### src/rtl/shift_reg_rx.sv
// Serial-to-parallel receiver: collects framed, MSB-first bits into WIDTH-bit words
// and presents them through a one-word valid/ready holding register.
module shift_reg_rx #(
    parameter int WIDTH = 8,
    parameter int CW    = $clog2(WIDTH + 1)
) (
    input  logic             clock,
    input  logic             reset,
    input  logic             sin_valid,
    input  logic             sin_data,
    input  logic             sin_frame,
    output logic [WIDTH-1:0] pout_data,
    output logic             pout_valid,
    input  logic             pout_ready,
    output logic             status,
    output logic             overrun,
    output logic             frame_err,
    input  logic             clear_err
);

    typedef enum logic {IDLE, SHIFT} state_t;

    state_t           state, state_n;
    logic [CW-1:0]    cnt, cnt_n;
    logic [WIDTH-1:0] shreg, shreg_n;
    logic [WIDTH-1:0] pdata_n;
    logic             pvalid_n;
    logic             ovr_n, ferr_n;
    logic             word_done, set_ferr, set_ovr;

    // Both state and the holding register only change on registered edges,
    // so every output is a flop and no input reaches an output combinationally.
    always_ff @(posedge clock or negedge reset) begin
        if (!reset) begin
            state      <= IDLE;
            cnt        <= '0;
            shreg      <= '0;
            pout_data  <= '0;
            pout_valid <= 1'b0;
            overrun    <= 1'b0;
            frame_err  <= 1'b0;
        end else begin
            state      <= state_n;
            cnt        <= cnt_n;
            shreg      <= shreg_n;
            pout_data  <= pdata_n;
            pout_valid <= pvalid_n;
            overrun    <= ovr_n;
            frame_err  <= ferr_n;
        end
    end

    always_comb begin
        state_n   = state;
        cnt_n     = cnt;
        shreg_n   = shreg;
        word_done = 1'b0;
        set_ferr  = 1'b0;
        if (sin_valid) begin
            case (state)
                IDLE: begin
                    if (sin_frame) begin
                        shreg_n = {{(WIDTH-1){1'b0}}, sin_data};
                        cnt_n   = CW'(1);
                        state_n = SHIFT;
                    end
                end
                SHIFT: begin
                    if (sin_frame) begin
                        // Resync: the new frame bit starts a fresh word.
                        set_ferr = 1'b1;
                        shreg_n  = {{(WIDTH-1){1'b0}}, sin_data};
                        cnt_n    = CW'(1);
                    end else begin
                        shreg_n = {shreg[WIDTH-2:0], sin_data};
                        if (cnt == CW'(WIDTH - 1)) begin
                            word_done = 1'b1;
                            cnt_n     = '0;
                            state_n   = IDLE;
                        end else begin
                            cnt_n = cnt + CW'(1);
                        end
                    end
                end
                default: begin
                    state_n = IDLE;
                    cnt_n   = '0;
                end
            endcase
        end
    end

    // Holding register: a finished word may replace one being drained on the same edge.
    always_comb begin
        pdata_n  = pout_data;
        pvalid_n = pout_valid;
        set_ovr  = 1'b0;
        if (word_done) begin
            if (!pout_valid || pout_ready) begin
                pdata_n  = shreg_n;
                pvalid_n = 1'b1;
            end else begin
                set_ovr = 1'b1;
            end
        end else if (pout_valid && pout_ready) begin
            pvalid_n = 1'b0;
        end
    end

    // Sticky flags: a set event wins over a simultaneous clear.
    always_comb begin
        ovr_n  = set_ovr  | (overrun   & ~clear_err);
        ferr_n = set_ferr | (frame_err & ~clear_err);
    end

    assign status = (state == SHIFT);

endmodule

### config.mk
export PLATFORM = sky130hd
export DESIGN_NAME = shift_reg_rx
export DESIGN_NICKNAME = d
export VERILOG_FILES = /design/src/rtl/shift_reg_rx.sv
export SDC_FILE = /design/constraint.sdc
export NUM_CORES = 1
export LEC_CHECK = 0
export CAP_MARGIN = 10
export CORE_UTILIZATION = 50
export DETAILED_ROUTE_END_ITERATION = 16
export PLACE_DENSITY = 0.76
export SLEW_MARGIN = 20
export SYNTH_ARGS = -nofsm -noshare
export SYNTH_HDL_FRONTEND = slang
export SYNTH_SLANG_ARGS = --single-unit
### constraint.sdc
create_clock -name clock -period 4.5 [get_ports clock]
set_input_delay 0.675 -clock clock [delete_from_list [all_inputs] [get_ports clock]]
set_output_delay 0.675 -clock clock [all_outputs]
set_load 0.01 [all_outputs]
### Word-level counts from Yosys, hierarchy flattened

Cells that the tools add are included.

* output and inout port bits: 12
* input bits: 7
* bits in registers: 24

* bitwise operators: 6
* equal/unequal tests: 3
* mux-type cells: 23
* $add $sub $neg: 1
* reduce and logical (&&, ||, !) cells: 7

Operators by type and width (count)
* 8-bit 2-to-1 mux: 3
* 8-bit case mux with 2 select lines: 1
* 1-bit 2-to-1 mux: 14
* 4-bit 2-to-1 mux: 3
* 4-bit case mux with 2 select lines: 1
* 2-bit AND reduction: 3
* 4-bit by 1-bit adder with 4-bit output (second input constant): 1
* 4-bit by 3-bit equality test with 1-bit output (second input constant): 1
* 1-bit bitwise AND: 2
* 2-bit by 1-bit != test with 1-bit output (second input constant): 1
* 2-bit != test (second input constant): 1
* 1-bit NOT: 2
* 1-bit OR: 2
* 1-bit case mux with 2 select lines: 1
* 2-bit nonzero test: 1
* 1-bit logical AND: 1
* 1-bit logical NOT: 1
* 1-bit logical OR: 1

### Longest topological paths before layout

Gate-level depths: netlist of run 1.

* depth in word-level cells: 7
* depth in mapped cells: 7
* mapped depth without buffers: 5

### Worst setup path after synthesis of run 1

OpenSTA, ideal clock, no wires.

* path kind: input -> register
* from: input sin_frame
* to: register pout_data[0]
* buffers on the path: 3
* required time: 4.375 ns
* setup time: 0.125 ns
* stages: 7
* path slack: 2.692 ns
* arrival time: 1.682 ns
* cell sequence: buf_6 > nor2b_4 > buf_6 > nand4_4 > nor2b_2 > buf_6 > mux2_4

* cells in the longest elaborated chain, start to end: 4
* elaborated cells on any way between the ends: 7
* classes of those cells: mux (6); reduce/logical (1)

Ends and longest elaborated chain
* start: declaration: line 11 `input logic sin_frame,`
* 1-bit 2-to-1 mux: line 69 `if (sin_frame) begin`
* 1-bit 2-to-1 mux: line 60 `case (state)`
* 1-bit 2-to-1 mux: line 59 `if (sin_valid) begin`
* 2-bit AND reduction (no line)
* end signal: assignment: line 46 `pout_data <= pdata_n;`
* end: declaration: line 12 `output logic [WIDTH-1:0] pout_data,`

Several ways; a longest one is shown, not always the timed one.
A chain may end at the register's enable or synchronous reset.

### Final worst setup path of run 1

* from: input sin_valid
* to: register pout_data[2]

* cells in the longest elaborated chain, start to end: 2
* elaborated cells on any way between the ends: 3
* classes of those cells: mux (2); reduce/logical (1)

Ends and longest elaborated chain
* start: declaration: line 9 `input logic sin_valid,`
* 1-bit 2-to-1 mux: line 59
* 2-bit AND reduction (no line)

Several ways; a longest one is shown, not always the timed one.

==> metrics, run 1 <==
final worst-path cycle share=about three fifths; Die W=just under 50 um; Slew @ Worst Pin=between 600 and 700 ps; Yosys reg bits=24; YS warnings=0; Max Freq=roughly 370 MHz; routed via count=738; synthesized area=1124 sq um; Slew HR=53.27%; share of layout cells above drive strength 1=between 10% and 20%; Initial Util=a little under three fifths; H-tree levels=1; number of placed instances, taps included=approximately 130; die footprint=roughly 2400 sq um; CP endpoint kind=flip-flop; initial antenna violation count=0; Slowest-stage cell, CP=clkdlybuf4s50_1; PD cells=about 440 nW/um^2; area grow syn2layout=19.15%; clock latency on the worst-skew pair=310 ps; syn nets=between 100 and 150; Hold Slack=308.6 ps; Post-Syn Area per Cell=approximately 12 sq um; GRT Util Overall=roughly 17%; Die H=between 40 and 50 um; NumNets Final=119; num ports=19; Slew Limit Fails=0; Final Hold Viols=0; number of port buffers=18; sw frac=a little over a quarter; ANT cells=0; wire per inst=roughly 12 um; sequential area share after synthesis=53.45%; sw power=approximately 0.16 mW; crit path max fanout=25; post_cts resized=0; DRC Markers=0; post-route setup slack=~1800 ps; R2R depth=4; first-pass GRT wire length=approximately 3.0 mm; post-place setup slack=1460 ps; placer congestion estimate=0.7058; Post-CTS Setup Repair Bufs=0; part of the power in registers=49.0%; Layout Cells excl Fill=approximately 140; worst path cell trace=clkdlybuf4s50_1, and2b_1, nand4_4, nor2b_2, mux2_4; Unique masters post-synth=26; gr ovfl total=0; largest net degree at the start of global routing=26; Hold Buf Count CTS=0; Clock Sinks=24; critical path class=in2reg; FF-to-FF setup slack=approximately 2500 ps; vias per inst=roughly 5.4; Post-Synthesis Cells=94; clk root buf=clkbuf_4; minimum clock period after layout=2688 ps; unrepaired setup endpoints after global routing=no; Clock Skew=about 6.7 ps; peak supply drop=~0.00029 V; Worst R2R End=pout_data[2]; Clock Path Buffers=2; dpl hpwl=~1.2 mm; standard-cell rows=16; hold crit path type=in2async; CP startpoint kind=input port; FF-to-FF Start=status; TNS Setup=0 ps; core box area=2042 sq um; CTS tree=done; drt initial violations=11; CTS buffer count=3; leakage=~0.58 nW; outcome=completed; Logic pwr share=25.3%; clock share of power=between 20% and 30%; Reg clk slew, reported paths=~120 ps; final setup violation count=0; max_cap viols=0; Worst Path Required=between 4000 and 5000 ps; total power=about 0.6 mW; CP max stage delay=roughly 920 ps; WL final=around 1.7 mm; Power Internal=between 0.4 and 0.5 mW; detailed-router iteration count before antenna repair=4; Arrival @ worst endpoint=a little under 3000 ps; vias in the first global route=660; antenna-violating nets left=0
-- stage by stage --
stage	instance area [sq um]	utilization, %
floorplan	1124	-
finish	1339	65.56
global placement	1291	63.24
global route	1339	65.56
CTS	1344	65.81
detailed placement	1291	63.24
-- cell type report --
cell class | count | area (sq um)
Inverter | 12 | 45.04
Multi-Input combinational cell | 52 | 431.7
Sequential cell | 24 | 600.6
Fill cell | 171 | 703.2
Tap cell | 27 | 33.78
Clock buffer | 3 | 22.52
Timing Repair Buffer | 18 | 175.2
Clock inverter | 1 | 30.03
-- cell usage after synthesis (all sizes together) --
library cell  number  area [sq um]
o21a               2         15.01
inv               12         45.04
nor3b              1         7.510
o22ai              4         25.02
and4               1         8.760
nor2b              2         22.52
nor2               2         7.510
nand3              4         20.02
ha                 1         12.51
a32oi              7         61.31
a21oi              1         5.000
buf                4         38.78
o21ai              9         45.04
mux2               9         131.4
nand2              3         11.26
nand2b             1         6.260
dfrtp             24         600.6
clkbuf             2         7.510
a31oi              1         6.260
o22a               1         8.760
a22o               1         8.760
nand4              1         21.27
and2b              1         7.510
-- flip-flops by register name (all words and copies together) (netlist names) --
register and count:
cnt 4, frame_err 1, overrun 1, pout_data 8, pout_valid 1, shreg 8
status 1
-- critical path: cells and delay by family --
| family | cells | cell delay [ps] |
|---|---|---|
| buf+inv | 1 | 920 |
| simple gates | 3 | 950 |
| mux | 1 | 350 |
-- logic make-up after synthesis --
family / share of synthesized area [%]
AOI/OAI and AO/OA: 15.59
adders and majority gates: 1.113
buffers and inverters: 8.128
DFF: 53.45
muxes: 11.69
and+or+nand+nor: 10.02
-- layer usage --
layer  part of all wire [%]  global-route usage [%]
met2                     43                   24.20
met5                      0                       0
met4                    2.1                   8.571
met3                    4.6                   5.607
met1                     50                   22.20
-- power groups by stage --
| stage | registers (mW) | clock network (mW) | logic (mW) |
|---|---|---|---|
| 2_1_floorplan | 0.288 | 0 | 0.0971 |
| 3_3_place_gp | 0.288 | 0 | 0.144 |
| 3_5_place_dp | 0.289 | 0 | 0.150 |
| 4_1_cts | 0.286 | 0.153 | 0.150 |
| 5_1_grt | 0.292 | 0.164 | 0.163 |
| 6_report | 0.286 | 0.150 | 0.148 |
-- cells in the final DEF, fill, tap and decap left out, types with 3 or more instances in the layout --
cell type	count
dfrtp_1	24
clkdlybuf4s50_1	17
inv_1	12
o21ai_0	9
mux2_4	8
a32oi_1	7
nand3_1	4
o22ai_1	4
nand2_1	3
clkbuf_4	3
-- how the worst max path moves through the flow --
| stage | start | to | slack (ps) | cells after the start |
|---|---|---|---|---|
| CTS | sin_valid | pout_data[3] | 1810 | 5 |
| global route | sin_valid | pout_data[3] | 1690 | 5 |
| finish | sin_valid | pout_data[2] | 1810 | 5 |
| global placement | sin_valid | pout_data[5] | 1560 | 5 |
| floorplan | sin_frame | pout_data[0] | 2690 | 7 |
| detailed placement | sin_valid | pout_data[0] | 1460 | 5 |
No activity file was read; power rests on OpenSTA's default activity.
==> inputs of run 2 (changes only) <==
==> constraint.sdc (replaced) <==
create_clock -name clock -period 2.53 [get_ports clock]
set_input_delay 0.3795 -clock clock [delete_from_list [all_inputs] [get_ports clock]]
set_output_delay 0.3795 -clock clock [all_outputs]
set_load 0.01 [all_outputs]
==> metrics, run 2 (synthesis results as in run 1) <==
CP max stage delay=600 ps (-320 ps); dpl hpwl=1.296 mm (+11%); Slew HR=73.34% (+20 points); hold crit path type=in2async; number of port buffers=18 (unchanged); GRT Util Overall=18.62% (+1.9 points); CTS buffer count=3 (unchanged); post-route setup slack=683.1 ps (-1129 ps); vias in the first global route=732 (+11%); Initial Util=55.02% (unchanged); Clock Sinks=24 (unchanged); area of the multi-input gates=431.7 sq um (unchanged); initial antenna violation count=0 (unchanged); vias per inst=5.417 (+0.56%); post_cts resized=0 (unchanged); final-layout fill cell count=167 (-2.3%); Reg clk slew, reported paths=120 ps (about the same); Hold Buf Count CTS=0 (unchanged); Arrival @ worst endpoint=1470 ps (-1420 ps); antenna-violating nets left=0 (unchanged); standard-cell rows=16 (unchanged); minimum clock period after layout=between 1500 and 2000 ps; Reg area=600.6 sq um (unchanged); TNS Setup=0 ps (unchanged); unrepaired setup endpoints after global routing=no; final setup violation count=0 (unchanged); total power=0.9347 mW (+60%); Layout Cells excl Fill=139 (+1.5%); die footprint=2441 sq um (unchanged); leakage=0.5807 nW (+0.16%); worst path cell trace=clkdlybuf4s50_1; Max Freq=541.4 MHz; area grow syn2layout=18.93%; Clock Path Buffers=2 (unchanged); Die W=49.41 um (unchanged); num ports=19 (unchanged); Die H=49.41 um (unchanged); biggest regs=pout_data x8, shreg x8, cnt x4; Clock Skew=6.095 ps (-0.6180 ps); number of placed instances, taps included=136 (+2.3%); CTS tree=done; crit path max fanout=12 (-52%); Final Hold Viols=0 (unchanged); placer congestion estimate=0.6808 (-3.5%); routed via count=753 (+2.0%); detailed-router iteration count before antenna repair=4 (unchanged); Slew Limit Fails=0 (unchanged); first-pass GRT wire length=3.291 mm (+11%); outcome=completed; crit path buf inv count=1 (unchanged); PD cells=699.5 nW/um^2 (+61%); H-tree levels=1 (unchanged); WL final=1.836 mm (+8.6%); DRC Markers=0 (unchanged); share of layout cells above drive strength 1=16.07% (+0.62 points); final worst-path cycle share=between 70% and 80%; post-place setup slack=374.2 ps (-1085 ps); NumNets Final=122 (+2.5%); most frequent cells in the layout=dfrtp_1, clkdlybuf4s50_1, inv_1; Crit path max-delay family=buffers and inverters; gr ovfl total=0 (unchanged); CP endpoint kind=output port; wire per inst=13.21 um (+7.0%); Post-CTS Setup Repair Bufs=0 (unchanged); CP startpoint kind=flip-flop; core box area=2042 sq um (unchanged); Slew @ Worst Pin=398.4 ps (-300.4 ps); drt initial violations=1 (-10); Worst Path Required=2150 ps (-2560 ps); Slowest-stage cell, CP=clkdlybuf4s50_1; largest net degree at the start of global routing=25 (-3.8%); ANT cells=0 (unchanged); clock latency on the worst-skew pair=310 ps (about the same); peak supply drop=0.0004849 V (+68%); critical path class=reg2out; most common cell after layout, fill and taps aside=dfrtp_1; max_cap viols=0 (unchanged); clk root buf=clkbuf_4
-- run 2: cell types whose count changed in the layout (fill, tap and decap cells not counted) --
| cell | change |
|---|---|
| buf_2 | -1 |
| bufinv_16 | -1 |
| clkdlybuf4s50_1 | +1 |
| buf_4 | +3 |
-- run 2: layout make-up --
cell class / count / area share, %
Clock buffer: 3 / 1.685
Sequential cell: 24 / 44.94
Tap cell: 27 / 2.528
Timing Repair Buffer: 21 / 15.17
Inverter: 12 / 3.371
Multi-Input combinational cell: 52 / 32.30
-- run 2: path summary, 6_finish.rpt --
| path | from | to | slack, ps | cells after the start |
|---|---|---|---|---|
| min | reset | status | 400 | 2 |
| min reg2reg | pout_data[5] | pout_data[5] | 530 | 1 |
| max reg2reg | status | pout_data[5] | 780 | 5 |
| max | status | status | 680 | 1 |
| min in group clock | pout_data[5] | pout_data[5] | 530 | 1 |
| max in group asynchronous | reset | shreg[5] | 1890 | 2 |
-- run 2: per-layer routing --
| metal | global-route usage (%) | vias up | part of all wire, % |
|---|---|---|---|
| li1 | - | 371 | - |
| met2 | 28.08 | 17 | 45 |
| met4 | 10.00 | 0 | 2.6 |
| met1 | 25.26 | 361 | 48 |
| met3 | 3.738 | 4 | 3.5 |
| met5 | 0 | - | 0 |
-- run 2: worst reg2reg max path: cells and delay by family, from the launching register on --
family                 cells  cell delay, ps
and+or+nand+nor            3             570
buffers and inverters      1             200
muxes                      1             320
DFF                        1             560
-- run 2: per-stage QoR --
step,area (sq um),utilization (%),hold WS [ps]
floorplan,1124,-,83.91
global placement,1314,64.34,494.9
detailed placement,1314,64.34,492.6
CTS,1336,65.44,408.5
global route,1336,65.44,432.0
finish,1336,65.44,402.2
-- run 2: where the power goes --
group          total, mW  switching, mW  leakage [nW]  internal, mW
logic              0.268          0.118         0.250         0.151
clock network      0.158          0.102        0.0138        0.0557
registers          0.508         0.0610         0.317         0.447
total              0.935          0.281         0.581         0.654
==> inputs of run 3 (changes only) <==
--- a/config.mk
+++ b/config.mk
@@ -6,9 +6,9 @@
 export NUM_CORES = 1
 export LEC_CHECK = 0
 export CAP_MARGIN = 10
-export CORE_UTILIZATION = 50
+export CORE_UTILIZATION = 46
 export DETAILED_ROUTE_END_ITERATION = 16
-export PLACE_DENSITY = 0.76
+export PLACE_DENSITY = 0.73
 export SLEW_MARGIN = 20
 export SYNTH_ARGS = -nofsm -noshare
 export SYNTH_HDL_FRONTEND = slang
==> constraint.sdc (replaced) <==
create_clock -name clock -period 1.6 [get_ports clock]
set_input_delay 0.24 -clock clock [delete_from_list [all_inputs] [get_ports clock]]
set_output_delay 0.24 -clock clock [all_outputs]
set_load 0.01 [all_outputs]
==> metrics, run 3 (synthesis results as in run 1) <==
largest net degree at the start of global routing=25 (unchanged); final worst-path cycle share=between 90 and 100%; Slowest-stage cell, CP=clkdlybuf4s50_1; fin util=64.59% (-0.85 points); ANT cells=0 (unchanged); Slew @ Worst Pin=452.3 ps (+53.96 ps); leakage=0.6439 nW (+11%); number of port buffers=18 (unchanged); Initial Util=49.83% (-5.2 points); number of placed instances, taps included=147 (+8.1%); hold crit path type=in2async; Die W=51.42 um (+4.1%); Worst Path Required=1360 ps (-790 ps); final-layout fill cell count=180 (+7.8%); CTS tree=done; CP startpoint kind=flip-flop; Reg clk slew, reported paths=130 ps (about the same); Slew HR=69.73% (-3.6 points); Slew Limit Fails=0 (unchanged); Clock Skew=3.286 ps (-2.809 ps); total power=1.716 mW (+84%); most common cell after layout, fill and taps aside=dfrtp_1; drt initial violations=9 (+8); outcome=completed; antenna-violating nets left=0 (unchanged); minimum clock period after layout=1530 ps; Die H=51.42 um (+4.1%); first-pass GRT wire length=3.470 mm (+5.4%); initial antenna violation count=0 (unchanged); PD cells=1179 nW/um^2 (+68%); CP endpoint kind=output port; Final Hold Viols=0 (unchanged); WL final=2.047 mm (+11%); Hold Buf Count CTS=0 (unchanged); detailed-router iteration count before antenna repair=4 (unchanged); die footprint=2644 sq um (+8.3%); clk root buf=clkbuf_4; CTS buffer count=3 (unchanged); Arrival @ worst endpoint=1290 ps (-180 ps); vias per inst=5.179 (-4.4%); clock latency on the worst-skew pair=310 ps (about the same); standard-cell rows=17 (+1); NumNets Final=132 (+8.2%); dpl hpwl=1.530 mm (+18%); CP max stage delay=550 ps (-50 ps); critical path class=reg2out; final setup violation count=0 (unchanged); gr ovfl total=0 (unchanged); num ports=19 (unchanged); most frequent cells in the layout=dfrtp_1, clkdlybuf4s50_1, inv_1, buf_4, o21ai_0; max_cap viols=0 (unchanged); worst path cell trace=clkdlybuf4s50_1; area grow syn2layout=29.62%; wire per inst=13.56 um (+2.6%); crit path buf inv count=1 (unchanged); Clock Path Buffers=2 (unchanged); crit path max fanout=6 (-6); Area after DPL=1403 sq um (+6.8%); post-route setup slack=70.08 ps (-613.0 ps); TNS Setup=0 ps (unchanged); core box area=2255 sq um (+10%); routed via count=782 (+3.9%); GRT Util Overall=18.19% (-0.44 points); peak supply drop=0.0006619 V (+36%); placer congestion estimate=0.7705 (+13%); Clock Sinks=24 (unchanged); H-tree levels=1 (unchanged); unrepaired setup endpoints after global routing=no; Hold Slack=269.7 ps (-132.5 ps); Crit path max-delay family=buffers and inverters; Max Freq=approximately 650 MHz; biggest regs=pout_data x8, shreg x8, cnt x4; vias in the first global route=784 (+7.1%); DRC Markers=0 (unchanged); share of layout cells above drive strength 1=24.39% (+8.3 points); final cell area excluding filler cells=1456 sq um (+9.0%); post-place setup slack=-218.8 ps (-593.0 ps); Layout Cells excl Fill=151 (+8.6%)
## run 3: what timing repair did
item,in CTS,in global routing
setup endpoints to repair,0,1
buffers inserted,0,0
resized for setup,0,1
## run 3: area by class of cell
type / instances / area, sq um / area share (%)
inverter: 12 / 45.04 / 3.093
tap: 28 / 35.03 / 2.405
sequential: 24 / 601.8 / 41.32
clock inverter: 1 / 30.03 / 2.062
multi-input combinational: 52 / 431.7 / 29.64
clock buffer: 3 / 22.52 / 1.546
timing repair buffer: 31 / 290.3 / 19.93
## run 3: metal layers
metal | vias up | GRT usage, % | routed length (um)
li1 | 394 | - | -
met1 | 372 | 24.81 | 986
met2 | 14 | 28.79 | 964
met3 | 2 | 3.274 | 83
met4 | 0 | 6.757 | 12
met5 | - | 0 | 0
## run 3: power by group
| part | internal, mW | leakage (nW) | switching (mW) |
|---|---|---|---|
| combinational | 0.277 | 0.299 | 0.204 |
| clock | 0.253 | 0.0279 | 0.176 |
| sequential | 0.708 | 0.317 | 0.0978 |
## run 3: final timing paths
kind	slack, ps	start	cells after the start	endpoint
max in group asynchronous	1090	reset	2	status
hold / removal	270	reset	2	shreg[6]
min in group clock	530	clear_err	2	frame_err
setup reg to reg	90	cnt[3]	5	pout_data[6]
setup / recovery	70	status	1	status
hold reg to reg	530	pout_data[3]	1	pout_data[3]
